## config.mk

```make
export PLATFORM = sky130hd
export DESIGN_NAME = binary_to_gray_counter
export DESIGN_NICKNAME = d
export VERILOG_FILES = /design/src/rtl/gray_pkg.sv /design/src/rtl/bin2gray_comb.sv /design/src/rtl/binary_to_gray_counter.sv
export SDC_FILE = /design/constraint.sdc
export NUM_CORES = 1
export LEC_CHECK = 0
export ABC_CLOCK_PERIOD_IN_PS = 1600
export BUFFER_PORTS_ARGS = -buffer_cell sky130_fd_sc_hd__buf_2
export CAP_MARGIN = 5
export CORE_AREA = 8 8 45 47
export CTS_CLUSTER_DIAMETER = 80
export CTS_CLUSTER_SIZE = 14
export DETAILED_ROUTE_END_ITERATION = 16
export DIE_AREA = 0 0 53 55
export PLACE_DENSITY = 0.62
export SYNTH_ARGS = -nofsm -noshare
export SYNTH_HDL_FRONTEND = slang
export SYNTH_SLANG_ARGS = --single-unit
```

## constraint.sdc

```tcl
create_clock -name clk -period 1.6 [get_ports clk]
set_clock_uncertainty 0.15 [all_clocks]
set_input_delay 0.24 -clock clk [delete_from_list [all_inputs] [get_ports clk]]
set_output_delay 0.24 -clock clk [all_outputs]
set_load 0.02 [all_outputs]
```

## src/rtl/gray_pkg.sv

```systemverilog
// Shared Gray-code helpers for the counter, its encoder and the gray_to_binary decoder.
// Functions work on a fixed maximum width; callers zero-extend and truncate to their own width.
package gray_pkg;

    parameter int GRAY_DEF_WIDTH = 4;
    localparam int GRAY_MAX_WIDTH = 32;

    function automatic logic [GRAY_MAX_WIDTH-1:0] bin2gray(input logic [GRAY_MAX_WIDTH-1:0] bin);
        return bin ^ (bin >> 1);
    endfunction

    // Each binary bit is the XOR of all Gray bits at and above it.
    function automatic logic [GRAY_MAX_WIDTH-1:0] gray2bin(input logic [GRAY_MAX_WIDTH-1:0] gray);
        logic [GRAY_MAX_WIDTH-1:0] bin;
        bin[GRAY_MAX_WIDTH-1] = gray[GRAY_MAX_WIDTH-1];
        for (int i = GRAY_MAX_WIDTH-2; i >= 0; i--) begin
            bin[i] = bin[i+1] ^ gray[i];
        end
        return bin;
    endfunction

endpackage

```

## src/rtl/bin2gray_comb.sv

```systemverilog
// Purely combinational WIDTH-bit binary-to-Gray encoder.
module bin2gray_comb
    import gray_pkg::*;
#(
    parameter int WIDTH = GRAY_DEF_WIDTH
) (
    input  logic [WIDTH-1:0] i_bin,
    output logic [WIDTH-1:0] o_gray
);

    assign o_gray = WIDTH'(bin2gray(GRAY_MAX_WIDTH'(i_bin)));

endmodule

```

## src/rtl/binary_to_gray_counter.sv

```systemverilog
// Up/down binary counter with synchronous load; binary and Gray values both come from flops,
// so the Gray output is glitch-free and usable as a clock-domain-crossing pointer.
module binary_to_gray_counter
    import gray_pkg::*;
#(
    parameter int WIDTH = GRAY_DEF_WIDTH,
    parameter int WRAP  = 1
) (
    input  logic             clk,
    input  logic             rst_n,
    input  logic             en,
    input  logic             up_dn,
    input  logic             load,
    input  logic [WIDTH-1:0] load_bin,
    output logic [WIDTH-1:0] bin_q,
    output logic [WIDTH-1:0] gray_q,
    output logic             wrap_p,
    output logic             sat_q
);

    logic [WIDTH-1:0] r_bin;
    logic [WIDTH-1:0] r_gray;
    logic             r_wrap;
    logic             r_sat;

    logic [WIDTH-1:0] w_bin_step;
    logic             w_at_limit;
    logic [WIDTH-1:0] w_bin_next;
    logic [WIDTH-1:0] w_gray_next;
    logic             w_wrap_next;
    logic             w_sat_next;

    assign w_bin_step = up_dn ? (r_bin + WIDTH'(1)) : (r_bin - WIDTH'(1));
    assign w_at_limit = up_dn ? (r_bin == {WIDTH{1'b1}}) : (r_bin == {WIDTH{1'b0}});

    always_comb begin
        w_bin_next  = r_bin;
        w_wrap_next = 1'b0;
        w_sat_next  = 1'b0;
        if (load) begin
            w_bin_next = load_bin;
        end else if (en) begin
            if (!w_at_limit) begin
                w_bin_next = w_bin_step;
            end else if (WRAP != 0) begin
                w_bin_next  = w_bin_step;
                w_wrap_next = 1'b1;
            end else begin
                w_sat_next = 1'b1;
            end
        end
    end

    // Gray is encoded from the next binary value so both registers always agree.
    bin2gray_comb #(
        .WIDTH (WIDTH)
    ) u_bin2gray (
        .i_bin  (w_bin_next),
        .o_gray (w_gray_next)
    );

    always_ff @(posedge clk or negedge rst_n) begin
        if (!rst_n) begin
            r_bin <= '0;
        end else begin
            r_bin <= w_bin_next;
        end
    end

    always_ff @(posedge clk or negedge rst_n) begin
        if (!rst_n) begin
            r_gray <= '0;
        end else begin
            r_gray <= w_gray_next;
        end
    end

    always_ff @(posedge clk or negedge rst_n) begin
        if (!rst_n) begin
            r_wrap <= 1'b0;
            r_sat  <= 1'b0;
        end else begin
            r_wrap <= w_wrap_next;
            r_sat  <= w_sat_next;
        end
    end

    assign bin_q  = r_bin;
    assign gray_q = r_gray;
    assign wrap_p = r_wrap;
    assign sat_q  = r_sat;

endmodule

```

# Word-level counts from Yosys, hierarchy flattened
# Cells that the tools add are included.
[totals]
ff_bits = 9
inputBits = 9
out_inout_bits = 10
elab_cells = 15
[op_classes]
add_sub_neg = 2
n_eq_ne = 1
n_mux = 7
bitwise_logic = 1
n_reduce_logical = 1
[ops]
columns = ["cell", "n"]
rows = [
  ["4-bit 2-to-1 mux", 3],
  ["4-bit by 1-bit adder with 4-bit output (second input constant)", 1],
  ["4-bit equality test (second input constant)", 1],
  ["4-bit logical NOT", 1],
  ["1-bit 2-to-1 mux", 4],
  ["4-bit by 1-bit subtractor with 4-bit output (second input constant)", 1],
  ["4-bit by 3-bit bitwise XOR with 4-bit output", 1],
]

# Depth between registers and ports, before layout
[logic_depth]
depth_word = 5
ltp_mapped = 6
depth_no_buf = 6

# Cells and area by module
# From an unflattened synthesis, not the netlist that was laid out.
[hier_totals]
hier_cells = 48
hier_area_um2 = 519.2
[by_module_without_submodules]
columns = ["mod", "n_inst", "cells_per_inst", "area_each_um2", "seq_area_each_um2"]
rows = [
  ["binary_to_gray_counter", 1, 44, 485.5, 225.2],
  ["bin2gray_comb", 1, 4, 33.8, 0.0],
]

# Worst setup path before layout
# No wires, ideal clock.
[synth_path]
path_type = "register to register"
from = "reg r_bin[2], in the netlist bin_q[2]"
to = "reg r_gray[2], in the netlist gray_q[2]"
setup_time_ns = 0.132
t_arrival_ns = 1.576
t_required_ns = 1.318
path_slack_ns = -0.258
stages_incl_launch_ff = 6
n_path_buf = 0
period_less_slack_ns = 1.858
cell_sequence = "dfrtp_1 > ha_1 > nand3_1 > and4b_1 > or3_4 > xor2_1"
[synth_between]
elab_chain_cells = 5
word_cells_on_any_way = 6
cone_classes = "add/sub: 2; mux: 3; bitwise: 1"
[synth_rtl]
columns = ["element", "line", "rtl"]
rows = [
  ["from (decl)", "binary_to_gray_counter.sv:21", "logic [WIDTH-1:0] r_bin;"],
  ["from (signal assigned)", "binary_to_gray_counter.sv:66", "r_bin <= w_bin_next;"],
  ["4-bit by 1-bit subtractor with 4-bit output / 4-bit by 1-bit adder with 4-bit output (equally long branches)", "binary_to_gray_counter.sv:33", "assign w_bin_step = up_dn ? (r_bin + WIDTH'(1)) : (r_bin - WIDTH'(1));"],
  ["4-bit 2-to-1 mux *", "binary_to_gray_counter.sv:33", ""],
  ["4-bit 2-to-1 mux *", "binary_to_gray_counter.sv:42", "end else if (en) begin"],
  ["4-bit 2-to-1 mux *", "binary_to_gray_counter.sv:40", "if (load) begin"],
  ["named net u_bin2gray.i_bin[3]", "bin2gray_comb.sv:7", "input logic [WIDTH-1:0] i_bin,"],
  ["4-bit by 3-bit bitwise XOR with 4-bit output *", "gray_pkg.sv:9", "return bin ^ (bin >> 1);"],
  ["named net u_bin2gray.o_gray[2]", "bin2gray_comb.sv:8", "output logic [WIDTH-1:0] o_gray"],
  ["to (signal assigned)", "binary_to_gray_counter.sv:74", "r_gray <= w_gray_next;"],
  ["to (decl)", "binary_to_gray_counter.sv:22", "logic [WIDTH-1:0] r_gray;"],
]
# The timed path passes the listed nets; every way through them passes the cells marked *.

# Worst setup path after layout
[layout_path]
from = "reg r_bin[1], in the netlist bin_q[1]"
to = "reg r_gray[2], in the netlist gray_q[2]"
# The elaborated chain is that of the path after synthesis.

==> flow_summary.toml <==
[status]
status = "complete, but fails checks"
violations = "setup timing"

[power_and_ir_drop]
peakVddDrop_v = 0.000297
p_per_area_mw_per_mm2 = 1070
p_total_w = 0.000739
p_leak_nw = 0.331

[grt]
grt_pass1_wl_mm = 1.72
grt_max_degree = 9
overflow = 0
antenna_found_initial = 0
grt.total_usage_pct = 8.04
grt_pass1_vias = 415

[setup_path]
path_class = "reg2reg"
critical_path_required_ns = 1.57
crit_path_start_kind = "register"
crit_fanout = 4
critPathArrivalTime_ns = 1.68
cp-end-kind = "register"

[detailed_routing]
wl_um = 991
drt_iter0_markers = 1
drtPass1Iterations = 4
ant_nets = 0
viasPerCell = 4.52
num_vias = 389
drc = 0
wl_per_cell_um = 11.5

[clocking]
clock-root-buffer = "clkbuf_4"
clockBufferDepth = 2
cts.sinks = 8
numCtsBuffers = 3
path_clk_slew_ns = 0.05
htreeDepth = 1
cts_tree = "built"
clock_latency_ns = 0.25

[timing]
slew_viol_final = 0
finalSetupViolCount = 3
min_period_over_period_pct = 107
min_period_ns = 1.71
max_freq_mhz = 585
rsz0062_at_grt = "true"
setup_ws_ns = -0.109
hold_viol_final = 0
tns_ns = -0.149

[synth]
ys.flop_type = "dfrtp_1"
synth_top_cell_by_area = "dfrtp_1"
avgSynthCellArea_um2 = 10.5
synth_fp_nets = 56
syn_inst = 44
synth_edf_count = 0
synth.ff_latch_count = 8
ys_warn_count = 0
ys_types = 23
yosysTopAreaCellShare_pct = 43.1
synth.top_cells.by_area = "dfrtp_1 (43%), xnor2_1 (7.5%), ha_1 (5.4%), buf_4 (4.9%), fa_1 (4.3%)"
synth_area_um2 = 464
async_reset_ff_share_pct = 100
ys_seq_area_share_pct = 43.1

[placed_design]
hpwl_um = 864
preCtsSetupSlack_ns = -0.207
io_buffers = 17
routabilityCongestion = 0.732

[die]
row_count = 14
initial_core_util_pct = 33.5
die-area_mm2 = 0.00292
design.core.area_mm2 = 0.00138
pin_count = 19
die_w_um = 53
die_h_um = 55

[cells_and_area]
fillers = 133
layout.nets = 83
drive_above_1_share_pct = 57.1
final_common_cell = "buf_2"
diodes = 0
area_delta_synth_final_pct = 48.5
final_cell_mix = "buf_2 (17), buf_4 (7), dfrtp_1 (5), xnor2_1 (4)"

[worst_hold_path]
hp-class = "in2reg"

[flow_run]
maxCapViolations = 0
[cell usage after synthesis (2+ instances only)]
| cell | n |
|---|---|
| xor2_1 | 2 |
| buf_4 | 3 |
| dfrtp_1 | 8 |
| mux2i_1 | 2 |
| nor2_1 | 4 |
| a21oi_1 | 2 |
| xnor2_1 | 4 |
| inv_1 | 2 |
| nand2_1 | 2 |
| ha_1 | 2 |
[layer usage]
metal	GRT usage, %	part of all wire (%)	vias up
met5	0	0	-
met4	7.33	0	0
met3	1.87	7.8	0
met2	13.3	56	8
met1	8.40	37	183
li1	-	-	198
[sequential cells by signal (all words and copies together) (netlist names)]
signal,flops
bin_q,4
gray_q,3
wrap_p,1
[area by class of cell]
class	count	area (um2)	share of cell area (%)
Clock buffer	4	26.3	3.81
Inverter	2	7.51	1.09
Timing Repair Buffer	25	148	21.4
Multi-Input combinational cell	31	284	41.2
Sequential cell	8	204	29.6
Tap cell	16	20.0	2.90
[final timing paths]
| path | startpoint | endpoint | slack (ns) | depth (start not counted) |
|---|---|---|---|---|
| worst min-delay path | load_bin[1] | bin_q[1] | 0.08 | 3 |
| worst max register to register | bin_q[1] | gray_q[2] | -0.11 | 5 |
| min in group asynchronous | rst_n | gray_q[1] | 0.22 | 2 |
| worst max-delay path | bin_q[1] | gray_q[2] | -0.11 | 5 |
| max in group asynchronous | rst_n | bin_q[2] | 0.90 | 2 |
| worst min register to register | bin_q[3] | bin_q[3] | 0.53 | 2 |
[stage by stage]
step                hold slack, ns  cell area (um2)  std cells  util, %
global route                 0.117              689         86     49.8
detailed placement         -0.0635              644         81     46.6
CTS                         0.0742              681         86     49.2
finish                      0.0829              689         86     49.8
floorplan                   -0.206              509         44        -
global placement           -0.0691              644         81     46.6
[critical path, stage by stage, from the launching register on]
cell and delay, ns:
dfrtp_2 0.45, ha_4 0.27, nand3_2 0.07, and4b_1 0.17, or3_4 0.33, xor2_1 0.14
[repair_timing]
action / 4_1_cts / 5_1_grt
gates resized for setup: 0 / 3
buffers inserted: 0 / 0
pin swaps: 2 / 0
hold endpoints to repair: 8 / 0
hold buffers: 1 / 0
setup endpoints to repair: 3 / 7
[power breakdown]
part / internal [W] / switching, W / total, W / leakage [nW]
Clock: 0.0000951 / 0.0000642 / 0.000159 / 0.0150
Combinational: 0.000144 / 0.000167 / 0.000311 / 0.222
Sequential: 0.000244 / 0.0000252 / 0.000269 / 0.0940
Total: 0.000483 / 0.000256 / 0.000739 / 0.331
[cell families after synthesis]
group                    share of synthesized area, %
other                                           0.808
AO/OA/AOI/OAI                                    9.16
flip-flops                                       43.1
XOR/XNOR                                         11.3
adder cells (fa/ha/maj)                          9.70
AND/OR/NAND/NOR                                  15.1
buffers and inverters                            6.47
multiplexers                                     4.31
(Power assumes the default switching activity.)
